**config.mk**
```make
export PLATFORM = sky130hd
export DESIGN_NAME = if_stage_issue
export DESIGN_NICKNAME = d
export VERILOG_FILES = /design/src/rtl/if_pkg.sv /design/src/rtl/if_skid_buffer.sv /design/src/rtl/if_stage_issue.sv
export SDC_FILE = /design/constraint.sdc
export NUM_CORES = 1
export LEC_CHECK = 0
export CAP_MARGIN = 20
export CORE_AREA = 2 2 191 193
export CTS_BUF_LIST = sky130_fd_sc_hd__clkbuf_8
export DETAILED_ROUTE_END_ITERATION = 7
export DIE_AREA = 0 0 193 195
export PLACE_DENSITY = 0.66
export SLEW_MARGIN = 15
export SYNTH_ARGS = -nofsm -noshare
export SYNTH_HDL_FRONTEND = slang
export SYNTH_SLANG_ARGS = --single-unit
```
**constraint.sdc**
```tcl
create_clock -name clock -period 2.22 [get_ports clock]
set_input_delay 0.222 -clock clock [delete_from_list [all_inputs] [get_ports clock]]
set_output_delay 0.222 -clock clock [all_outputs]
set_load 0.02 [all_outputs]
```
**src/rtl/if_pkg.sv**
```systemverilog
// Shared types for the instruction-fetch stage and the IF/ID interface.
//   if_state_t : fetch FSM states (FETCH issuing, HOLD skid full, DRAIN discarding)
//   NOP_INST   : instruction placed in IF/ID when it holds no live instruction
//   if_id_t    : one IF/ID register entry {pc, inst, valid}
package if_pkg;

  typedef enum logic [1:0] {
    FETCH,
    HOLD,
    DRAIN
  } if_state_t;

  localparam logic [31:0] NOP_INST = 32'h00000013;

  localparam int unsigned IF_PC_W = 64;

  typedef struct packed {
    logic [IF_PC_W-1:0] pc;
    logic [31:0]        inst;
    logic               valid;
  } if_id_t;

endpackage

```
**src/rtl/if_skid_buffer.sv**
```systemverilog
// One-entry holding register for a fetch that completes while ID is stalled.
//   clock, reset       : clock and synchronous active-high reset (empties the entry)
//   load               : capture load_pc/load_inst, entry becomes full
//   unload             : entry has been consumed, becomes empty
//   clear              : drop the entry (flush); wins over load and unload
//   full               : entry holds a live instruction
//   buf_pc, buf_inst   : stored entry
module if_skid_buffer #(
  parameter int unsigned DATA_SIZE = 64
) (
  input  logic                 clock,
  input  logic                 reset,
  input  logic                 load,
  input  logic                 unload,
  input  logic                 clear,
  input  logic [DATA_SIZE-1:0] load_pc,
  input  logic [31:0]          load_inst,
  output logic                 full,
  output logic [DATA_SIZE-1:0] buf_pc,
  output logic [31:0]          buf_inst
);

  always_ff @(posedge clock) begin
    if (reset) begin
      full     <= 1'b0;
      buf_pc   <= '0;
      buf_inst <= '0;
    end else if (clear) begin
      full <= 1'b0;
    end else if (load) begin
      full     <= 1'b1;
      buf_pc   <= load_pc;
      buf_inst <= load_inst;
    end else if (unload) begin
      full <= 1'b0;
    end
  end

endmodule

```
**src/rtl/if_stage_issue.sv**
```systemverilog
// Instruction-fetch stage: owns the PC, drives the instruction-memory handshake and
// writes the IF/ID register. Honours ID stall and EX/MEM redirect.
//   clock, reset                  : clock and synchronous active-high reset
//   inst_mem_en/addr              : fetch request, held with stable address until ack
//   inst_mem_ack/rd_dat           : one-cycle completion pulse and fetched instruction
//   id_stall                      : ID cannot accept, IF/ID holds
//   redirect_en/redirect_pc       : flush and restart fetch at redirect_pc (word aligned)
//   if_id_valid/pc/inst           : IF/ID register (inst is NOP when invalid)
module if_stage_issue
  import if_pkg::*;
#(
  parameter int unsigned          DATA_SIZE = 64,
  parameter logic [DATA_SIZE-1:0] RESET_PC  = '0
) (
  input  logic                 clock,
  input  logic                 reset,
  output logic                 inst_mem_en,
  output logic [DATA_SIZE-1:0] inst_mem_addr,
  input  logic                 inst_mem_ack,
  input  logic [31:0]          inst_mem_rd_dat,
  input  logic                 id_stall,
  input  logic                 redirect_en,
  input  logic [DATA_SIZE-1:0] redirect_pc,
  output logic                 if_id_valid,
  output logic [DATA_SIZE-1:0] if_id_pc,
  output logic [31:0]          if_id_inst
);

  if_state_t            state_q;
  logic [DATA_SIZE-1:0] pc_q;
  logic [DATA_SIZE-1:0] drain_addr_q;  // address of the transaction being drained

  logic                 skid_load, skid_unload, skid_full;
  logic [DATA_SIZE-1:0] skid_pc;
  logic [31:0]          skid_inst;
  logic [DATA_SIZE-1:0] redirect_target;

  assign redirect_target = redirect_pc & ~DATA_SIZE'(3);

  assign inst_mem_en   = !reset && (state_q != HOLD);
  assign inst_mem_addr = (state_q == DRAIN) ? drain_addr_q : pc_q;

  assign skid_load   = (state_q == FETCH) && inst_mem_ack && id_stall && !redirect_en;
  assign skid_unload = (state_q == HOLD) && !id_stall && !redirect_en;

  if_skid_buffer #(
    .DATA_SIZE(DATA_SIZE)
  ) u_skid (
    .clock    (clock),
    .reset    (reset),
    .load     (skid_load),
    .unload   (skid_unload),
    .clear    (redirect_en),
    .load_pc  (pc_q),
    .load_inst(inst_mem_rd_dat),
    .full     (skid_full),
    .buf_pc   (skid_pc),
    .buf_inst (skid_inst)
  );

  always_ff @(posedge clock) begin
    if (reset) begin
      state_q      <= FETCH;
      pc_q         <= RESET_PC;
      drain_addr_q <= '0;
      if_id_valid  <= 1'b0;
      if_id_pc     <= '0;
      if_id_inst   <= NOP_INST;
    end else if (redirect_en) begin
      if_id_valid <= 1'b0;
      if_id_inst  <= NOP_INST;
      pc_q        <= redirect_target;
      unique case (state_q)
        FETCH: begin
          // An outstanding request without ack must still complete before refetching.
          if (!inst_mem_ack) begin
            state_q      <= DRAIN;
            drain_addr_q <= pc_q;
          end
        end
        HOLD:    state_q <= FETCH;
        // Ack in the same cycle ends the drained transaction; otherwise keep draining.
        DRAIN:   if (inst_mem_ack) state_q <= FETCH;
        default: state_q <= FETCH;
      endcase
    end else begin
      unique case (state_q)
        FETCH: begin
          if (inst_mem_ack) begin
            pc_q <= pc_q + DATA_SIZE'(4);
            if (id_stall) begin
              state_q <= HOLD;
            end else begin
              if_id_valid <= 1'b1;
              if_id_pc    <= pc_q;
              if_id_inst  <= inst_mem_rd_dat;
            end
          end else if (!id_stall) begin
            if_id_valid <= 1'b0;
            if_id_inst  <= NOP_INST;
          end
        end
        HOLD: begin
          if (!id_stall) begin
            if_id_valid <= skid_full;
            if_id_pc    <= skid_pc;
            if_id_inst  <= skid_inst;
            state_q     <= FETCH;
          end
        end
        DRAIN:   if (inst_mem_ack) state_q <= FETCH;
        default: state_q <= FETCH;
      endcase
    end
  end

endmodule

```
---- After elaboration in Yosys (flattened, before gate mapping) ----
Index checks and enable logic that the tools add are counted.
word-level totals
  input bits .............................. 101
  logic and storage cells ................. 73
  output and inout port bits .............. 162
  register bits ........................... 324
cells by class
  reductions and logical operators ........ 22
  $add $sub $neg .......................... 1
  muxes and demuxes ....................... 28
  bitwise gates (word level) .............. 2
  eq/ne operators ......................... 10
operator list
  kind                                                   count
  two-way mux 64 bit                                     7
  two-way mux 32 bit                                     4
  one-hot mux 64 bit (2 select lines)                    1
  adder 64 x 3 -> 64 bit, second input constant          1
  one-hot mux 32 bit (2 select lines)                    1
  two-way mux 2 bit                                      6
  inequality test 3 bit, second input constant           4
  nonzero test 2 bit                                     4
  logical AND 1 bit                                      6
  two-way mux 1 bit                                      6
  inequality test 2 bit, second input constant           3
  one-hot mux 2 bit (3 select lines)                     1
  AND reduction 2 bit                                    3
  AND reduction 3 bit                                    2
  AND reduction 5 bit                                    1
  one-hot mux 2 bit (2 select lines)                     1
  AND reduction 4 bit                                    1
  logical NOT 1 bit                                      3
  equality test 2 x 1 -> 1 bit, second input constant    1
  equality test 2 bit, second input constant             1
  logical NOT 2 bit                                      1
  inequality test 2 x 1 -> 1 bit, second input constant  1
  inverter 1 bit                                         2
  one-hot mux 1 bit (2 select lines)                     1
  OR reduction 2 bit                                     1

---- Logic depth before layout (Yosys ltp) ----
Gate-level depths: netlist of run 1.
  depth in word-level cells ............... 5
  mapped depth ............................ 8

---- Hierarchy ----
Synthesis of run 1 repeated with hierarchy kept, for this count alone.
unflattened totals
  cells, all modules ...................... 1865
  area, all modules ....................... 15590.0 sq um
modules (own cells, without submodules)
  module          cells each  area an instance (sq um)  instances
  if_stage_issue  1425        11203.2                   1
  if_skid_buffer  440         4386.7                    1

---- Worst setup path before layout of run 1 ----
OpenSTA, ideal clock, no wires.
  kind .................................... flip-flop to flip-flop
  start point ............................. register state_q[0]
  end point ............................... register pc_q[47]
  arrival ................................. 2.362 ns
  cell stages (with the launch flop) ...... 8
  setup time .............................. 0.091 ns
  path slack .............................. -0.233 ns
  path buffers ............................ 2
  data required time ...................... 2.129 ns
  cell sequence ........................... dfxtp_1 > buf_2 > or3b_4 > nor4_2 > or4b_1 > buf_2 > or4_1 > a311oi_1
on the way
  longest elaborated chain between the ends .. 3
RTL lines
  what                           RTL line              text
  from (decl)                    if_stage_issue.sv:29  if_state_t state_q;
  from (signal assigned)         if_stage_issue.sv:63  state_q <= FETCH;
  from (signal assigned)         if_stage_issue.sv:77  state_q <= DRAIN;
  from (signal assigned)         if_stage_issue.sv:81  HOLD: state_q <= FETCH;
  logical NOT 2 bit              if_stage_issue.sv:87  unique case (state_q)
  nonzero test 2 bit (no line)   -
  AND reduction 2 bit (no line)  -
  to (signal assigned)           if_stage_issue.sv:72  pc_q <= redirect_target;
  to (signal assigned)           if_stage_issue.sv:90  pc_q <= pc_q + DATA_SIZE'(4);
  to (decl)                      if_stage_issue.sv:30  logic [DATA_SIZE-1:0] pc_q;
No other way between the ends.
A chain may end at the register's enable or synchronous reset.

---- Worst setup path in the final report of run 1 ----
  start point ............................. register state_q[0]
  end point ............................... register pc_q[55]
The elaborated chain is that of the path after synthesis.

==> reports/results.ini, run 1 <==
[run_status]
outcome = finished, violations left
violations = negative setup slack

[floorplan]
dieHeight_um = 195
placementRows = 69
io-pin-count = 263
start_util_pct = 39.8
die_w_um = 193
dieArea_um2 = 37600
core_um2 = 35400

[detailed_routing]
wl_per_cell_um = 18.7
viasPerCell = 5.48
ant_nets = 0
firstDrtPassIters = 6
drtIter0Drc = 1190
wl_um = 48900
drc = 0
vias = 14300

[placed_design]
hpwl_um = 30900
gp_congestion = 0.880
port_buffers = 256
post-place-cells = 2481

[sta]
period_share_pct = 103
tightest_slew_ns = 0.746
final_max_slew_viol_count = 0
hold_viol_final = 0
fin_setup_tns_ns = -0.192
layout_min_cycle_time_ns = 2.28
rsz0062_at_grt = yes
hold_slack_ns = 0.205
setup_ws_ns = -0.0574
fmax_mhz = 439
finalClockSkew_ns = 0.0103
max-slew-margin-rel_pct = 50.3
setup_viol = 4

[logic_synthesis]
yosys_warnings = 0
synth.top_cell.area_share_pct = 44.9
yosysUniqueCellTypes = 54
ys.flop_type = dfxtp_1
synthesis.area_um2 = 14100
synthTopCellsByArea = dfxtp_1 45%, nand2_1 13%, a21oi_1 6.0%
synth-edff-count = 0
seq_area_frac_synth_pct = 44.9
synth.avg_cell_area_um2 = 7.83
async_flop_share_pct = 0
yosys.area.top_type = dfxtp_1
ys_ff_latch = 316
netlist_instances = 1799

[grt]
grt_pass1_vias = 13500
grt_usage_pct = 25.1
grt_max_degree = 150
grtUsageMet2_pct = 39.7
grt_use_met1_pct = 33.4
antenna_found_initial = 2
grt-ovfl-total = 0
use_met3_pct = 5.48
grt_pass1_wl_um = 74700
grt_busiest_layer = met2

[clock_tree]
clockRootBuffer = clkbuf_8
ctsLongestPathBuffers = 3
cts_max_level = 2
clock_latency_ns = 0.59
clock_sinks = 316
cts_tree = yes
numCtsBuffers = 54
clkTransAtPathRegs_ns = 0.06

[setup_path]
worst_path_max_delay_cell = or4b_4
path_cells = or3b_4, nor4_4, or4b_4, or4_1, a311oi_1
cp.arrival_ns = 2.77
critPathKind = register to register
required_ns = 2.72
critPathLaunchType = register
path_buf_inv = 0
crit_fanout = 7
cp_top_family = simple AND/OR/NAND/NOR gates
cp-end-kind = register
crit_start = state_q[0]
r2r_start = state_q[0]
cp_slowest_stage_delay_ns = 0.56
r2r_slack_ns = -0.06

[power]
powerDensity_nw_per_um2 = 702
pwr-share-comb_pct = 15.8
peakVddDrop_mv = 0.709
intPower_mw = 10.2
p_leak_nw = 7.38
switching_share_pct = 26.9
p_clk_share_pct = 40.7
pwr-share-seq_pct = 43.4
finalPower_mw = 14.0
p_sw_mw = 3.77

[finish]
stdcell_count = 2616
finish.utilization_pct = 56.3
final_net_count = 2211
drive_gt1_share_pct = 20.3
area_growth_pct = 41.6

[hold_path]
hold_class = primary input to register
min_from = inst_mem_rd_dat[30]

[run]
maxCapViolations = 0

[layer usage]
metal	up-vias	wire (µm)	part of all wire, %
li1	6880	-	-
met1	6843	21000	43
met2	525	22900	47
met3	93	3550	7.3
met4	0	1510	3.1
met5	-	0	0
[layout by cell type (no fill, tap or decap), types with 7 or more instances in the layout]
cell type,n
dfxtp_2,8
nand3_1,39
clkdlybuf4s50_1,192
xor2_1,13
a221oi_1,29
or3_1,11
mux2_4,44
mux2_2,18
and2_1,7
buf_4,147
and3_1,10
buf_6,58
a21oi_1,168
a311oi_1,79
nor3_1,44
buf_12,15
o31ai_1,12
buf_16,7
buf_2,9
clkbuf_8,75
o21ai_0,16
inv_1,17
dfxtp_1,307
xnor2_1,18
or4_1,12
and4_1,10
clkinv_2,9
a211oi_1,17
nor2_1,152
nand2_1,484
nand4_1,31
[timing repair]
action | 4_1_cts | 5_1_grt
endpoints found under the setup margin | 80 | 90
gates resized for setup | 339 | 126
pin swaps | 8 | 18
buffers inserted | 7 | 16
hold buffers | 1 | 0
hold endpoints to repair | 6 | 0
gates cloned | 7 | 2
[state kept, by name (all words and copies together), names as in the netlist]
name / count
drain_addr_q: 62
if_id_pc: 62
pc_q: 62
u_skid.buf_pc: 62
if_id_inst: 32
u_skid.buf_inst: 32
state_q: 2
if_id_valid: 1
u_skid.full: 1
[power by group through the flow]
stage / Combinational [mW] / Sequential [mW] / Clock [mW]
floorplan: 1.00 / 6.24 / 0
global route: 2.37 / 6.10 / 6.09
detailed placement: 2.04 / 6.19 / 0
finish: 2.22 / 6.08 / 5.70
global placement: 2.02 / 6.19 / 0
CTS: 2.10 / 6.07 / 5.83
[layout make-up]
class / count / area, µm²
repair buffers: 436 / 4360
multi-input cells: 1295 / 7410
inverters: 6 / 31.3
well taps: 461 / 577
fillers: 3212 / 15500
clock inverters: 25 / 186
clock buffers: 74 / 1020
diodes: 3 / 7.51
flip-flops and latches: 316 / 6340
[through the flow]
step	setup slack, ns	instance area (µm²)
2_1_floorplan	-0.171	14100
3_3_place_gp	-0.650	17800
3_5_place_dp	-0.676	17800
4_1_cts	-0.103	19300
5_1_grt	-0.159	19900
6_report	-0.0574	19900
[cell families (layout without fill, tap and decap cells)]
group / after synthesis / in the layout / share of synthesized area, %
mux: 68 / 68 / 5.39
compound gates: 350 / 350 / 16.5
xor+xnor: 31 / 31 / 1.93
fa+ha+maj: 1 / 1 / 0.0889
other cells: 1 / 7 / 0.0266
buf+inv: 191 / 541 / 5.30
flops: 316 / 316 / 44.9
simple gates: 841 / 841 / 25.8
[worst reg2reg max path: stages (launching register included)]
cell and delay (ns):
dfxtp_4 0.36, or3b_4 0.41, nor4_4 0.17, or4b_4 0.56, or4_1 0.42, a311oi_1 0.27
[final timing paths]
kind,endpoint,depth (start not counted)
min,u_skid.buf_inst[30],3
min reg2reg,drain_addr_q[49],2
max reg2reg,pc_q[55],5
max,pc_q[55],5
[cells in the mapped netlist, types with 4 or more instances]
cell type / n
nor2_1: 155
buf_2: 9
nand2_1: 487
a311oi_1: 83
or4_1: 14
a21oi_1: 168
a221oi_1: 29
buf_4: 4
inv_1: 6
nand3_1: 43
xnor2_1: 18
o21ai_0: 16
clkbuf_1: 157
and2_1: 7
and4_1: 10
o31ai_1: 12
nor4_1: 9
a211oi_1: 17
or3_1: 12
nor3_1: 47
xor2_1: 13
nand4_1: 31
mux2i_1: 6
dfxtp_1: 316
o21a_1: 5
mux2_2: 62
and3_1: 10
buf_1: 13
nor4b_1: 4
No activity file was read; power rests on OpenSTA's default activity.
==> run 2: changes to the inputs <==
- DONT_BUFFER_PORTS: not set -> 1
- PLACE_DENSITY: 0.66 -> 0.56
==> reports/results.ini, run 2 (same netlist as run 1, synthesis figures left out) <==
[setup_path]
r2r_start = state_q[0]
crit_fanout = 6
cp_slowest_stage_delay_ns = 0.56
crit_start = state_q[0]
worst_path_max_delay_cell = or4b_4
cp.arrival_ns = 2.84
critPathKind = register to register
cp-end-kind = register
cp_top_family = simple AND/OR/NAND/NOR gates
path_cells = or3b_4, nor4_4, or4b_4, or4_4, a311oi_2
path_buf_inv = 0
critPathLaunchType = register
required_ns = 2.76

[clock_tree]
cts_tree = yes
clockRootBuffer = clkbuf_8
numCtsBuffers = 54
clock_sinks = 316
cts_max_level = 2
ctsLongestPathBuffers = 3
cts_hold_buf = 61
clock_latency_ns = 0.65
clkTransAtPathRegs_ns = 0.06

[sta]
tightest_slew_ns = 0.679
setup_viol = 6
period_share_pct = 103
max-slew-margin-rel_pct = 54.7
hold_slack_ns = -0.333
final_max_slew_viol_count = 0
rsz0062_at_grt = yes
layout_min_cycle_time_ns = 2.30
finalClockSkew_ns = 0.0298
setup_ws_ns = -0.0753
hold_viol_final = 264
fmax_mhz = 436

[detailed_routing]
drtIter0Drc = 901
viasPerCell = 5.59
firstDrtPassIters = 5
ant_nets = 0
wl_um = 50000
vias = 13500
drc = 0
wl_per_cell_um = 20.8

[finish]
stdcell_count = 2411
area_growth_pct = 27.3
final_common_cell = nand2_1
drive_gt1_share_pct = 18.7
final_cell_mix = 485 x nand2_1, 304 x dfxtp_1, 168 x a21oi_1
final_net_count = 2007

[grt]
grt-ovfl-total = 0
antenna_found_initial = 4
grt_max_degree = 280
grt_pass1_wl_um = 73900
grt_usage_pct = 25.1
grt_pass1_vias = 12800

[hold_path]
min_from = reset
hold_class = primary input to register

[placed_design]
hpwl_um = 30200
gp_congestion = 0.869
pre_cts_ws_ns = -0.246
post-place-cells = 2205
port_buffers = 0

[power]
intPower_mw = 9.44
p_clk_share_pct = 40.4
switching_share_pct = 28.1
powerDensity_nw_per_um2 = 732
pwr-share-comb_pct = 12.4
pwr-share-seq_pct = 47.2
peakVddDrop_mv = 0.522
finalPower_mw = 13.1
p_leak_nw = 6.57
p_sw_mw = 3.69

[floorplan]
placementRows = 69
start_util_pct = 39.8
core_um2 = 35400
dieHeight_um = 195
die_w_um = 193
dieArea_um2 = 37600
io-pin-count = 263

[run]
maxCapViolations = 0

[run_status]
violations = negative hold slack, negative setup slack
outcome = finished, violations left

[run 2: cell types whose count changed in the layout (fill, tap and decap cells not counted), moves of 7 or more]
cell,previous run,this run
buf_2,9,1
buf_4,147,131
buf_6,58,10
clkbuf_8,75,67
clkdlybuf4s50_1,192,0
dlygate4sd3_1,1,60
inv_1,17,24
mux2_2,18,0
mux2_4,44,62
[run 2: power groups by stage]
stage | clock network [mW] | registers, mW | logic [mW]
6_report | 5.30 | 6.20 | 1.63
5_1_grt | 5.67 | 6.22 | 1.76
4_1_cts | 5.43 | 6.19 | 1.56
3_5_place_dp | 0 | 6.31 | 1.32
3_3_place_gp | 0 | 6.31 | 1.31
2_1_floorplan | 0 | 6.24 | 1.00
[run 2: repair_timing]
action | in CTS | in global routing
gates resized for setup | 96 | 40
endpoints found under the hold margin | 316 | 264
setup endpoints to repair | 75 | 87
setup buffers | 19 | 16
cloned | 5 | 4
pin swaps | 15 | 19
[run 2: worst register-to-register path, stage by stage, from the launching register on]
cell and delay, ns:
dfxtp_4 0.36, or3b_4 0.39, nor4_4 0.17, or4b_4 0.56
or4_4 0.44, a311oi_2 0.27
[run 2: metal layers]
metal	routed length [µm]	global-route usage [%]	share of wire, %
met1	21300	32.1	43
met2	23700	40.4	47
met3	3880	7.10	7.7
met4	1090	8.53	2.2
met5	0	0	0
[run 2: path summary, 6_finish.rpt]
kind	cells past startpoint	slack [ns]	endpoint
worst max register to register	5	-0.08	pc_q[39]
worst min register to register	2	0.45	u_skid.buf_pc[48]
worst min-delay path	1	-0.33	if_id_pc[44]
worst max-delay path	5	-0.08	pc_q[39]
[run 2: cell type report]
class | count | area (µm²)
Antenna cell | 5 | 12.5
Clock buffer | 67 | 922
Clock inverter | 29 | 154
Fill cell | 3447 | 17500
Inverter | 6 | 26.3
Multi-Input combinational cell | 1295 | 7510
Sequential cell | 316 | 6350
Tap cell | 461 | 577
Timing Repair Buffer | 232 | 2370
[run 2: metrics by stage]
stage	setup TNS (ns)	util [%]	instance area, µm²
detailed placement	-1.26	42.8	15100
CTS	-0.215	49.3	17500
floorplan	-0.922	-	14100
global placement	-0.824	42.8	15100
finish	-0.308	50.6	17900
global route	-1.09	50.6	17900
==> run 3: changes to the inputs <==
- MAX_ROUTING_LAYER: not set -> met4
==> reports/results.ini, run 3 (same netlist as run 1, synthesis figures left out) <==
[finish]
final_net_count = 2007
final_cell_mix = 485 x nand2_1, 304 x dfxtp_1, 168 x a21oi_1
drive_gt1_share_pct = 18.7
final_common_cell = nand2_1
area_growth_pct = 27.3

[clock_tree]
cts_max_level = 2
cts_tree = yes
clockRootBuffer = clkbuf_8
numCtsBuffers = 54
ctsLongestPathBuffers = 3
cts_hold_buf = 61
clock_latency_ns = 0.65
clkTransAtPathRegs_ns = 0.06
clock_sinks = 316

[grt]
grt_pass1_wl_um = 73800
grt_usage_pct = 25.8
grt_max_degree = 280
grt-ovfl-total = 0
antenna_found_initial = 4
grt_pass1_vias = 12800

[detailed_routing]
firstDrtPassIters = 5
wl_per_cell_um = 20.8
drtIter0Drc = 903
vias = 13500
viasPerCell = 5.62
drc = 0
ant_nets = 0
wl_um = 50100

[power]
finalPower_mw = 13.1
powerDensity_nw_per_um2 = 732
p_leak_nw = 6.57
peakVddDrop_mv = 0.523

[floorplan]
io-pin-count = 263
die_w_um = 193
dieHeight_um = 195
core_um2 = 35400
start_util_pct = 39.8
dieArea_um2 = 37600
placementRows = 69

[sta]
layout_min_cycle_time_ns = 2.29
fmax_mhz = 436
fin_setup_tns_ns = -0.300
setup_ws_ns = -0.0722
setup_viol = 6
max-slew-margin-rel_pct = 54.5
finalClockSkew_ns = 0.0295
period_share_pct = 103
hold_viol_final = 264
final_max_slew_viol_count = 0
rsz0062_at_grt = yes
tightest_slew_ns = 0.681
hold_slack_ns = -0.341

[setup_path]
required_ns = 2.76
cp-end-kind = register
crit_fanout = 6
critPathKind = register to register
cp.arrival_ns = 2.83
critPathLaunchType = register

[run_status]
violations = negative hold slack, negative setup slack
outcome = finished, violations left

[placed_design]
gp_congestion = 0.883
port_buffers = 0
hpwl_um = 30200

[run]
maxCapViolations = 0

[hold_path]
hold_class = primary input to register

## run 3: changes by cell type in the layout (fill, tap and decap cells not counted)
cell / delta
buf_12: -1
buf_6: +1
diode_2: +1
## run 3: metrics by stage
step | cells | util, % | hold slack, ns | setup WS, ns | cell area [µm²]
floorplan | 1802 | - | 0.331 | -0.171 | 14100
global placement | 2205 | 42.8 | 0.314 | -0.174 | 15100
detailed placement | 2205 | 42.8 | 0.316 | -0.246 | 15100
CTS | 2386 | 49.3 | -0.367 | -0.0805 | 17500
global route | 2410 | 50.6 | -0.365 | -0.132 | 17900
finish | 2412 | 50.6 | -0.341 | -0.0722 | 17900
## run 3: power by group
part	switching (mW)	total [mW]	leakage (nW)	internal, mW
Sequential	0.284	6.20	2.58	5.91
Clock	2.47	5.29	0.627	2.82
Combinational	0.930	1.63	3.36	0.696
Total	3.68	13.1	6.57	9.43
## run 3: worst paths after layout
check	start	endpoint	slack [ns]	depth (start not counted)
min	reset	if_id_pc[44]	-0.34	1
max reg2reg	state_q[0]	pc_q[39]	-0.07	5
min reg2reg	u_skid.buf_pc[48]	u_skid.buf_pc[48]	0.45	2
max	state_q[0]	pc_q[39]	-0.07	5
## run 3: cell type report
cell class | instances | area [µm²]
Fill cell | 3455 | 17500
Clock inverter | 29 | 154
Clock buffer | 67 | 922
Sequential cell | 316 | 6350
Timing Repair Buffer | 232 | 2370
Tap cell | 461 | 577
Multi-Input combinational cell | 1295 | 7510
Inverter | 6 | 26.3
Antenna cell | 6 | 15.0
## run 3: critical path: stages, from the launching register on
cell and delay (ns):
dfxtp_4 0.36, or3b_4 0.39, nor4_4 0.17, or4b_4 0.56, or4_4 0.43, a311oi_2 0.27
## run 3: what timing repair did
action	4_1_cts	5_1_grt
endpoints found under the hold margin	316	264
setup endpoints to repair	75	88
cloned	5	4
setup buffers	19	16
pin swaps	15	19
gates resized for setup	96	41
## run 3: per-layer routing
layer	global-route usage (%)	vias up	wire (µm)
met5	-	-	0
met4	8.61	0	1150
met3	6.97	90	3960
met2	40.3	443	23700
met1	32.3	6535	21300
li1	-	6477	-
